### config.mk
export PLATFORM = sky130hd
export DESIGN_NAME = rv32_wb_arbiter
export DESIGN_NICKNAME = d
export VERILOG_FILES = /design/src/rtl/rv32_wb_arbiter.sv
export SDC_FILE = /design/constraint.sdc
export NUM_CORES = 1
export LEC_CHECK = 0
export BUFFER_PORTS_ARGS = -buffer_cell sky130_fd_sc_hd__buf_4
export CELL_PAD_IN_SITES_DETAIL_PLACEMENT = 1
export CELL_PAD_IN_SITES_GLOBAL_PLACEMENT = 1
export CORE_ASPECT_RATIO = 1.25
export CORE_MARGIN = 2
export CORE_UTILIZATION = 40
export CTS_CLUSTER_SIZE = 25
export DETAILED_ROUTE_END_ITERATION = 10
export GPL_TIMING_DRIVEN = 0
export PLACE_DENSITY = 0.87
export SLEW_MARGIN = 20
export SYNTH_ARGS = -nofsm -noshare
export SYNTH_HDL_FRONTEND = slang
export SYNTH_SLANG_ARGS = --single-unit
export TNS_END_PERCENT = 20
### constraint.sdc
create_clock -name clk -period 2.9 [get_ports clk]
set_clock_uncertainty 0.1 [all_clocks]
set_input_delay 0.145 -clock clk [delete_from_list [all_inputs] [get_ports clk]]
set_output_delay 0.145 -clock clk [all_outputs]
set_load 0.05 [all_outputs]
### src/rtl/rv32_wb_arbiter.sv
// Writeback arbiter: merges in-order results with buffered long-latency results onto the
// single register-file write port and tracks pending long-latency destinations for decode.
// Optional direct late-result path when RV32_WB_BYPASS_EN is defined.
module rv32_wb_arbiter #(
    parameter int DEPTH = 2
) (
    input  logic        clk,
    input  logic        reset,
    input  logic [4:0]  pipe_rd_in,
    input  logic        pipe_rd_write_in,
    input  logic [31:0] pipe_rd_value_in,
    input  logic        writeback_flush_in,
    input  logic        late_issue_in,
    input  logic [4:0]  late_issue_rd_in,
    input  logic        late_valid_in,
    output logic        late_ready_out,
    input  logic [4:0]  late_rd_in,
    input  logic [31:0] late_value_in,
    input  logic [4:0]  rs1_in,
    input  logic [4:0]  rs2_in,
    input  logic [4:0]  rd_check_in,
    output logic        hazard_stall_out,
    output logic [4:0]  rd_out,
    output logic        rd_write_out,
    output logic [31:0] rd_value_out
);
    localparam int PTR_W = (DEPTH > 1) ? $clog2(DEPTH) : 1;
    localparam logic [PTR_W:0] FULL_COUNT = (PTR_W + 1)'(DEPTH);

    logic [4:0]       fifo_rd_mem    [DEPTH];
    logic [31:0]      fifo_value_mem [DEPTH];
    logic [PTR_W-1:0] wr_ptr_reg;
    logic [PTR_W-1:0] rd_ptr_reg;
    logic [PTR_W:0]   count_reg;

    logic [31:0] pending_reg;
    logic [31:0] pending_next;
    logic [31:0] set_vec;
    logic [31:0] clr_vec;

    logic [4:0]  rd_reg;
    logic        rd_write_reg;
    logic [31:0] rd_value_reg;
    logic        rd_late_reg;
    logic [4:0]  rd_next;
    logic        rd_write_next;
    logic [31:0] rd_value_next;
    logic        rd_late_next;

    logic inorder_active;
    logic fifo_empty;
    logic late_xfer;
    logic late_keep;
    logic bypass_take;
    logic push;
    logic pop;
    logic issue_ok;

    assign inorder_active = pipe_rd_write_in && !writeback_flush_in && (pipe_rd_in != 5'd0);
    assign fifo_empty     = (count_reg == '0);
    assign late_ready_out = (count_reg != FULL_COUNT);
    assign late_xfer      = late_valid_in && late_ready_out;
    // Results for x0 are consumed at the handshake and never reach the write port.
    assign late_keep      = late_xfer && (late_rd_in != 5'd0);

`ifdef RV32_WB_BYPASS_EN
    assign bypass_take = late_keep && !inorder_active && fifo_empty;
`else
    assign bypass_take = 1'b0;
`endif

    assign pop  = !inorder_active && !fifo_empty;
    assign push = late_keep && !bypass_take;

    always_ff @(posedge clk) begin
        if (push) begin
            fifo_rd_mem[wr_ptr_reg]    <= late_rd_in;
            fifo_value_mem[wr_ptr_reg] <= late_value_in;
        end
    end

    always_ff @(posedge clk or posedge reset) begin
        if (reset) begin
            wr_ptr_reg <= '0;
            rd_ptr_reg <= '0;
            count_reg  <= '0;
        end else begin
            if (push) begin
                wr_ptr_reg <= wr_ptr_reg + 1'b1;
            end
            if (pop) begin
                rd_ptr_reg <= rd_ptr_reg + 1'b1;
            end
            if (push && !pop) begin
                count_reg <= count_reg + 1'b1;
            end else if (pop && !push) begin
                count_reg <= count_reg - 1'b1;
            end
        end
    end

    always_comb begin
        rd_next       = 5'd0;
        rd_write_next = 1'b0;
        rd_value_next = 32'd0;
        rd_late_next  = 1'b0;
        if (inorder_active) begin
            rd_next       = pipe_rd_in;
            rd_write_next = 1'b1;
            rd_value_next = pipe_rd_value_in;
        end else if (!fifo_empty) begin
            rd_next       = fifo_rd_mem[rd_ptr_reg];
            rd_write_next = 1'b1;
            rd_value_next = fifo_value_mem[rd_ptr_reg];
            rd_late_next  = 1'b1;
        end else if (bypass_take) begin
            rd_next       = late_rd_in;
            rd_write_next = 1'b1;
            rd_value_next = late_value_in;
            rd_late_next  = 1'b1;
        end
    end

    always_ff @(posedge clk or posedge reset) begin
        if (reset) begin
            rd_reg       <= 5'd0;
            rd_write_reg <= 1'b0;
            rd_value_reg <= 32'd0;
            rd_late_reg  <= 1'b0;
        end else begin
            rd_reg       <= rd_next;
            rd_write_reg <= rd_write_next;
            rd_value_reg <= rd_value_next;
            rd_late_reg  <= rd_late_next;
        end
    end

    assign rd_out       = rd_reg;
    assign rd_write_out = rd_write_reg;
    assign rd_value_out = rd_value_reg;

    assign hazard_stall_out = pending_reg[rs1_in] | pending_reg[rs2_in] | pending_reg[rd_check_in]
                            | (late_issue_in && pending_reg[late_issue_rd_in]);
    assign issue_ok = late_issue_in && !hazard_stall_out;

    // A pending bit retires on the edge the register file actually takes the late write.
    assign set_vec = issue_ok ? (32'd1 << late_issue_rd_in) : 32'd0;
    assign clr_vec = rd_late_reg ? (32'd1 << rd_reg) : 32'd0;

    generate
        for (genvar gi = 0; gi < 32; gi++) begin : g_pending
            if (gi == 0) begin : g_zero
                assign pending_next[gi] = 1'b0;
            end else begin : g_bit
                assign pending_next[gi] = set_vec[gi] | (pending_reg[gi] & ~clr_vec[gi]);
            end
        end
    endgenerate

    always_ff @(posedge clk or posedge reset) begin
        if (reset) begin
            pending_reg <= 32'd0;
        end else begin
            pending_reg <= pending_next;
        end
    end

endmodule

# Word-level counts from Yosys, hierarchy flattened
# Memories as Yosys holds them, arrays and structs flattened.
# Index checks and enable logic that the tools add are counted.
# totals
ff_bits	74
ramBits	74
out_inout_bits	40
n_memories	2
# memory_table
memory	depth	word_bits	read_ports	rd_clocked_by_memory_dff	write_ports	line	text
fifo_value_mem	2	32	1	0	1	31	logic [31:0] fifo_value_mem [DEPTH];
fifo_rd_mem	2	5	1	0	1	30	logic [4:0] fifo_rd_mem [DEPTH];
# op_classes
n_addsub	4
magnitude_cmp	4
n_eq_ne	1
n_shift	2
n_mux	21
bitwise_logic	96
reduce_logical	19
# ops
cell	count
32-bit 2-to-1 mux	4
1-bit by 5-bit left shift with 32-bit output, first input constant	2
1-bit OR	34
1-bit bitwise AND	31
1-bit NOT	31
5-bit by 6-bit < comparator with 1-bit output, second input constant	4
1-bit binary-select mux with 5-bit select	4
5-bit 2-to-1 mux	2
5-bit nonzero test	2
1-bit logical AND	9
1-bit 2-to-1 mux	9
1-bit zero test	6
2-bit 2-to-1 mux	2
1-bit adder, second input constant	2
2-bit by 1-bit adder with 2-bit output, second input constant	1
2-bit zero test	1
2-bit != test, second input constant	1
2-bit nonzero test	1
2-bit by 1-bit subtractor with 2-bit output, second input constant	1

# Longest topological paths before layout
# Gate-level depths: netlist of run 1.
# logic_depth
word_depth	9
mapped_depth	10

# Worst setup path before layout of run 1
# OpenSTA, ideal clock, no wires.
# synth_path
kind	register to register
start	reg count_reg[0]
end	mem fifo_rd_mem[0][0], enable pin
setup_ns	0.431
arrival_time_ns	2.714
setup_slack_ns	-0.345
stages_incl_launch_ff	4
period_less_slack_ns	3.245
cell_sequence	dfrtp_1 -> nand2b_1 -> o211ai_1 -> nor2_1
# synth_between
elab_chain_cells	5
# synth_rtl
element	line	text
start: declaration	34	logic [PTR_W:0] count_reg;
start signal: assignment	95	count_reg <= count_reg + 1'b1;
start signal: assignment	97	count_reg <= count_reg - 1'b1;
2-bit != test	61	assign late_ready_out = (count_reg != FULL_COUNT);
via late_ready_out	16	output logic late_ready_out,
1-bit logical AND	62	assign late_xfer = late_valid_in && late_ready_out;
1-bit logical AND	64	assign late_keep = late_xfer && (late_rd_in != 5'd0);
1-bit 2-to-1 mux	76	if (push) begin
1-bit 2-to-1 mux (implied by the code)	77	fifo_rd_mem[wr_ptr_reg] <= late_rd_in;
end: declaration	30	
# The timed path passes the listed nets, and every way through them passes these cells.

# Final worst setup path of run 1
# layout_path
start	reg pending_reg[23]
end	out hazard_stall_out
# layout_between
elab_chain_cells	5
elab_cells_between_ends	12
# layout_rtl
element	line	text
start: declaration	36	logic [31:0] pending_reg;
start signal: assignment	164	pending_reg <= pending_next;
1-bit binary-select mux with 5-bit select	142	assign hazard_stall_out = pending_reg[rs1_in] | pending_reg[rs2_in] | pending_reg[rd_check_in]
1-bit 2-to-1 mux (implied by the code)	142	
1-bit OR (2 in series)	142	
1-bit OR *	143	| (late_issue_in && pending_reg[late_issue_rd_in]);
end: declaration	22	output logic hazard_stall_out,
# Mark *: on every way between the ends. The rest lies on a longest branch, timed or not. The select of a mux whose other input is x is not followed.

==> results of run 1 <==
-- worst max-delay path: stages, from the launching register on --
cell and delay [ns]:
dfrtp_1 0.42, mux4_2 0.51, a32oi_2 0.24, o41ai_2 0.10, nor4_1 0.30, nand3_1 0.21
buf_6 0.18, a21o_1 0.18, buf_6 0.16
-- timing repair --
item	in CTS	in global routing
hold endpoints to repair	142	0
gates resized for setup	8	13
buffers inserted	10	1
pin swaps	5	4
hold buffers	75	0
endpoints found under the setup margin	1	18
cloned	0	0
-- kinds of logic (layout without fill, tap and decap cells) --
group	after synthesis	in the layout
DFF	148	148
AOI/OAI and AO/OA	123	123
and+or+nand+nor	109	109
muxes	77	77
buffers and inverters	43	292
xor gates and xnor gates	5	5
adders and majority gates	1	1
-- final cells by class --
type | count | area share, %
repair buffers | 219 | 19.7
flip-flops and latches | 148 | 42.3
plain buffers | 30 | 1.51
inverters | 11 | 0.455
well taps | 220 | 2.86
clock buffers | 18 | 4.46
clock inverters | 14 | 1.47
multi-input cells | 315 | 27.3
-- through the flow --
| step | power [mW] | instances |
|---|---|---|
| floorplan | 5.80 | 506 |
| global placement | 6.85 | 856 |
| detailed placement | 7.12 | 859 |
| CTS | 9.43 | 974 |
| global route | 10.1 | 975 |
| finish | 9.74 | 975 |
-- how the worst max path moves through the flow --
stage | from | endpoint | slack, ns | depth (start not counted)
final | pending_reg[23]$_DFF_PP0_ | hazard_stall_out | -0.06 | 8
after global routing | pending_reg[11]$_DFF_PP0_ | hazard_stall_out | -0.12 | 8
after CTS | pending_reg[7]$_DFF_PP0_ | hazard_stall_out | -0.05 | 9
after detailed placement | rs2_in[1] | pending_reg[28]$_DFF_PP0_ | -0.15 | 8
after global placement | reset | rd_value_out[0]$_DFF_PP0_ | -0.18 | 2
after floorplan | count_reg[0]$_DFFE_PP0P_ | fifo_rd_mem[1][0]$_DFFE_PP_ | 0.25 | 4
-- report_power, final --
group / total, mW / leakage (nW) / internal (mW) / switching [mW]
registers: 3.57 / 1.57 / 2.96 / 0.609
logic: 3.98 / 2.05 / 1.53 / 2.45
clock network: 2.19 / 0.272 / 1.21 / 0.978
total: 9.74 / 3.89 / 5.70 / 4.04
-- per-layer routing --
metal	up-vias	part of all wire [%]	wire length, µm
li1	2440	-	-
met1	2950	38	9670
met2	273	54	13900
met3	43	5.5	1400
met4	0	2.4	613
met5	-	0	0
-- placed cells by master (no fill, tap or decap), types with 9 or more instances in the layout --
| master | n |
|---|---|
| dfrtp_1 | 72 |
| mux2i_1 | 49 |
| nor2b_1 | 9 |
| o41ai_1 | 18 |
| edfxtp_1 | 74 |
| inv_1 | 10 |
| buf_4 | 140 |
| nand3_1 | 11 |
| nand2_1 | 48 |
| mux4_2 | 23 |
| o41ai_2 | 13 |
| o21ai_0 | 70 |
| clkbuf_16 | 17 |
| dlygate4sd3_1 | 75 |
| nor2_1 | 9 |
| clkbuf_1 | 19 |
==> impl_metrics.yaml, run 1 <==
outcome:
  outcome: "finished, violations left"
  violations: "setup timing"
power:
  irDropWorstVdd_mv: 0.613
  cellPowerDensity_nw_per_um2: 1010
  leakagePower_nw: 3.89
die:
  initial_core_util_pct: 40.8
  die_width_um: 121
  rows: 53
  core_area_um2: 16800
  dieArea_um2: 18200
  die_h_um: 150
  ioPinCount: 140
placement:
  hpwl_um: 14700
  io_buffers: 130
  place_congestion: 0.935
  placed_area_um2: 8180
  pre_cts_ws_ns: -0.149
synth:
  synthTopCellsByCount: "dfrtp_1, edfxtp_1, o21ai_0"
  synth-edff-count: 74
  netlist_area_um2: 6840
  yosysTopAreaCell: "edfxtp_1"
  synth_ff_type: "edfxtp_1"
  yosys.cell_types.count: 51
  yosys.area_share.simple_pct: 7.87
  muxShareOfSynthArea_pct: 15.9
  synth_nets: 607
  synthAdderAreaFrac_pct: 0.183
  synth_cells: 506
  synth_top_family_by_area: "multiplexers"
  synth_area_leaders: "edfxtp_1, dfrtp_1, mux2i_1"
  synth_xor_area_share_pct: 0.640
  synth_compound_area_share_pct: 12.9
  yosys_register_bits: 148
  async_flop_share_pct: 50.0
  yosysSeqAreaShare_pct: 59.6
  ys.warnings.count: 0
  yosysTopAreaCellShare_pct: 32.5
  syn_area_per_cell_um2: 13.5
run:
  cap_violations: 0
drt:
  wirelength_um: 25600
  via_per_inst: 5.85
  drt_iter0_drc: 385
  drt-wirelength-per-cell_um: 26.2
  first_pass_iters: 5
  drtAntennaViolNets: 0
  vias: 5706
  drcViolationCount: 0
worst_hold_path:
  hold_end: "pending_reg[15]$_DFF_PP0_"
  worstHoldPathCells: 3
  hold_start: "late_issue_rd_in[4]"
  min_path_type: "in2reg"
timing:
  hold-worst-slack_ns: 0.0589
  hold_violations: 0
  timing.final.crit_period_ns: 2.96
  min_period_over_period_pct: 102
  setup_slack_ns: -0.0580
  final-setup-viol-count: 4
  grt_setup_unrepaired: "yes"
  drv_slew: 0
  tightestPinTransition_ns: 0.919
  max_freq_ghz: 0.338
  relSlewSlack_pct: 38.7
  fin_setup_tns_ns: -0.106
cells_and_area:
  fill_cells: 1635
  regArea_um2: 4080
  fin_util_pct: 57.4
  fin_area_um2: 9630
  layout.nets: 843
  area_delta_synth_final_pct: 40.7
  multi_input_area_um2: 2620
  largest_reg_flops: 64
  drive_gt1_share_pct: 31.3
  antennaDiodeCount: 0
grt:
  grt_pass1_wl_um: 38700
  grt_max_degree: 50
  grt-busiest-layer: "met2"
  grt_usage_pct: 28.8
  use_met2_pct: 53.2
  overflow: 0
  grtUsageMet1_pct: 33.6
  grt_pass1_vias: 6432
  antenna_found_initial: 0
  gr-usage-met3_pct: 5.19
critical_path:
  r2r_cells: 8
  rrSetupSlack_ns: -0.01
  path_class: "reg2out"
  critical_path_arrival_ns: 2.71
  worst-path-max-fanout: 5
  rr_endpoint: "pending_reg[30]$_DFF_PP0_"
  crit-reg2reg-launch: "pending_reg[23]$_DFF_PP0_"
  worst_ep_required_time_ns: 2.65
  critPathLaunchType: "flip-flop"
  end_kind: "output pin"
cts:
  clock_latency_ns: 0.41
  clk_pin_slew_ns: 0.06
  root_buffer: "clkbuf_16"
  clockBufferDepth: 2
  htree_levels: 4
  cts.sinks: 148
  cts_buffers: 17
  cts_tree: "done"
Note: power is estimated with default switching activity, not from simulation.
==> run 2: changes to the inputs <==
--- a/config.mk
+++ b/config.mk
@@ -10,11 +10,11 @@
 export CELL_PAD_IN_SITES_GLOBAL_PLACEMENT = 1
 export CORE_ASPECT_RATIO = 1.25
 export CORE_MARGIN = 2
-export CORE_UTILIZATION = 40
+export CORE_UTILIZATION = 25
 export CTS_CLUSTER_SIZE = 25
 export DETAILED_ROUTE_END_ITERATION = 10
 export GPL_TIMING_DRIVEN = 0
-export PLACE_DENSITY = 0.87
+export PLACE_DENSITY = 0.63
 export SLEW_MARGIN = 20
 export SYNTH_ARGS = -nofsm -noshare
 export SYNTH_HDL_FRONTEND = slang
==> run 2 against run 1 <==
Compared with the run above: the run still ends with setup timing left; sequential cell count did not move; cell count increased by 14%; utilization decreased by 20 points; clock-buffer cell count is 3 higher; hold slack got worse by 0.021 ns; critical endpoint unchanged; first-iteration DRC count fell by 41%; critical path depth rose by 1; non-clock buffer count up 12; fmax increased by 0.23%; combinational power barely moved; largest power group unchanged; register-to-register slack gained 0.07 ns.
==> impl_metrics.yaml, run 2 (synthesized netlist as in run 1, its figures left out) <==
outcome:
  outcome: "finished, violations left"
  violations: "setup timing"
critical_path:
  critPathMaxStageDelay_ns: 0.49
  rr_endpoint: "pending_reg[8]$_DFF_PP0_"
  end_kind: "output pin"
  cp_common_cell: "buf_6"
  crit_family: "multiplexers"
  crit_buf_inv: 3
  worst-path-max-fanout: 3
  critical_path_arrival_ns: 2.71
  r2r_cells: 7
  critPathLaunchType: "flip-flop"
  rrSetupSlack_ns: 0.06
  worst_ep_required_time_ns: 2.65
  path_class: "reg2out"
  path_cells: "buf_6 > mux4_2 > a32oi_2 > o41ai_2 > nor4_2 > nand3_1 > buf_6 > a21o_1 > buf_6"
  cp_slowest_cell: "mux4_2"
  crit-reg2reg-launch: "pending_reg[13]$_DFF_PP0_"
worst_hold_path:
  hold_end: "rd_out[2]$_DFF_PP0_"
  worstHoldPathCells: 4
  min_path_type: "in2reg"
  hold_start: "writeback_flush_in"
power:
  power_mw: 9.68
  leakagePower_nw: 3.97
  cellPowerDensity_nw_per_um2: 972
  irDropWorstVdd_mv: 0.546
drt:
  wirelength_um: 21300
  vias: 5298
  drt-wirelength-per-cell_um: 19.1
  drt_iter0_drc: 229
  first_pass_iters: 5
  drtAntennaViolNets: 0
  drcViolationCount: 0
  via_per_inst: 4.76
grt:
  grt-busiest-layer: "met2"
  grt_pass1_wl_um: 34100
  grt_usage_pct: 15.2
  gr-usage-met3_pct: 3.80
  grt_pass1_vias: 5992
  grt_max_degree: 49
  overflow: 0
  grtUsageMet1_pct: 18.3
  use_met2_pct: 27.2
  antenna_found_initial: 0
cts:
  cts_tree: "done"
  cts.sinks: 148
  cts_buffers: 17
  clockBufferDepth: 2
  htree_levels: 4
  clock_latency_ns: 0.41
  clk_pin_slew_ns: 0.06
  root_buffer: "clkbuf_16"
die:
  initial_core_util_pct: 25.5
  die_width_um: 152
  die_h_um: 189
  dieArea_um2: 28700
  rows: 67
  core_area_um2: 26800
  ioPinCount: 140
cells_and_area:
  antennaDiodeCount: 0
  final-instance-count-excl-fill: 1112
  fill_cells: 2879
  drive_gt1_share_pct: 32.1
  largest_reg_flops: 64
  area_delta_synth_final_pct: 45.6
  multi_input_area_um2: 2670
  regArea_um2: 4070
  fin_area_um2: 9960
  layout_commonest_cell: "buf_4"
  layout.nets: 855
  final_cell_mix: "buf_4, dlygate4sd3_1, dfrtp_1, edfxtp_1, o21ai_0"
timing:
  final-setup-viol-count: 1
  tightestPinTransition_ns: 0.903
  hold_violations: 0
  timing.final.crit_period_ns: 2.95
  grt_setup_unrepaired: "yes"
  min_period_over_period_pct: 102
  max_freq_ghz: 0.339
  drv_slew: 0
  relSlewSlack_pct: 39.8
  setup_slack_ns: -0.0512
placement:
  hpwl_um: 14700
  io_buffers: 130
  dp.cells: 984
  placed_area_um2: 8340
  place_congestion: 0.840
run:
  cap_violations: 0
==> run 2: cell count changes in the layout (fill, tap and decap cells not counted), sizes merged, moves of 2 or more <==
cell / change
buf: +11
inv: -7
clkinv: +3
bufinv: +2
clkbuf: +2
dlygate4sd3: +2
==> run 2: cell type report <==
type                    instances  share of cell area [%]
flip-flops and latches        148                    40.9
clock inverters                11                    1.34
plain buffers                  30                    1.48
clock buffers                  21                    4.62
inverters                      11                   0.440
well taps                     345                    4.33
multi-input cells             315                    26.8
repair buffers                231                    20.1
==> run 2: power by group <==
group / internal (mW) / switching [mW]
Sequential: 2.96 / 0.514
Clock: 1.39 / 0.829
Combinational: 1.63 / 2.36
Total: 5.98 / 3.70
==> run 2: timing repair <==
item,4_1_cts,5_1_grt
hold buffers,77,0
endpoints found under the setup margin,1,23
hold endpoints to repair,137,0
pin swaps,4,6
resized for setup,10,16
setup buffers,19,2
==> run 2: worst max-delay path by stage <==
stage,from,endpoint,slack (ns),depth (start not counted)
after CTS,pending_reg[13]$_DFF_PP0_,hazard_stall_out,-0.20,9
after global placement,reset,rd_value_out[2]$_DFF_PP0_,-0.50,2
after detailed placement,rs2_in[1],pending_reg[13]$_DFF_PP0_,-0.10,8
after floorplan,count_reg[0]$_DFFE_PP0P_,fifo_rd_mem[1][0]$_DFFE_PP_,0.25,4
final,pending_reg[8]$_DFF_PP0_,hazard_stall_out,-0.05,9
after global routing,pending_reg[8]$_DFF_PP0_,hazard_stall_out,-0.19,9
==> run 2: metrics by stage <==
| step | worst slack [ns] | utilization (%) | setup TNS (ns) | hold WS [ns] |
|---|---|---|---|---|
| after global routing | -0.188 | 37.1 | -0.254 | 0.0835 |
| after detailed placement | -0.103 | 31.1 | -0.973 | 0.0909 |
| after global placement | -0.496 | 30.8 | -42.34 | 0.230 |
| final | -0.0512 | 37.1 | -0.0512 | 0.0381 |
| after floorplan | 0.252 | - | 0 | 0.144 |
| after CTS | -0.197 | 36.8 | -0.197 | 0.00615 |
==> run 2: worst min-delay path, cell delays in order <==
cell	delay [ns]
buf_4	0.08
nor2b_1	0.09
nand2_1	0.10
o21ai_0	0.08
==> run 2: layer usage <==
layer	vias to the layer above	wire [µm]
li1	2463	-
met1	2662	8820
met2	158	11100
met3	15	1150
met4	0	189
met5	-	0
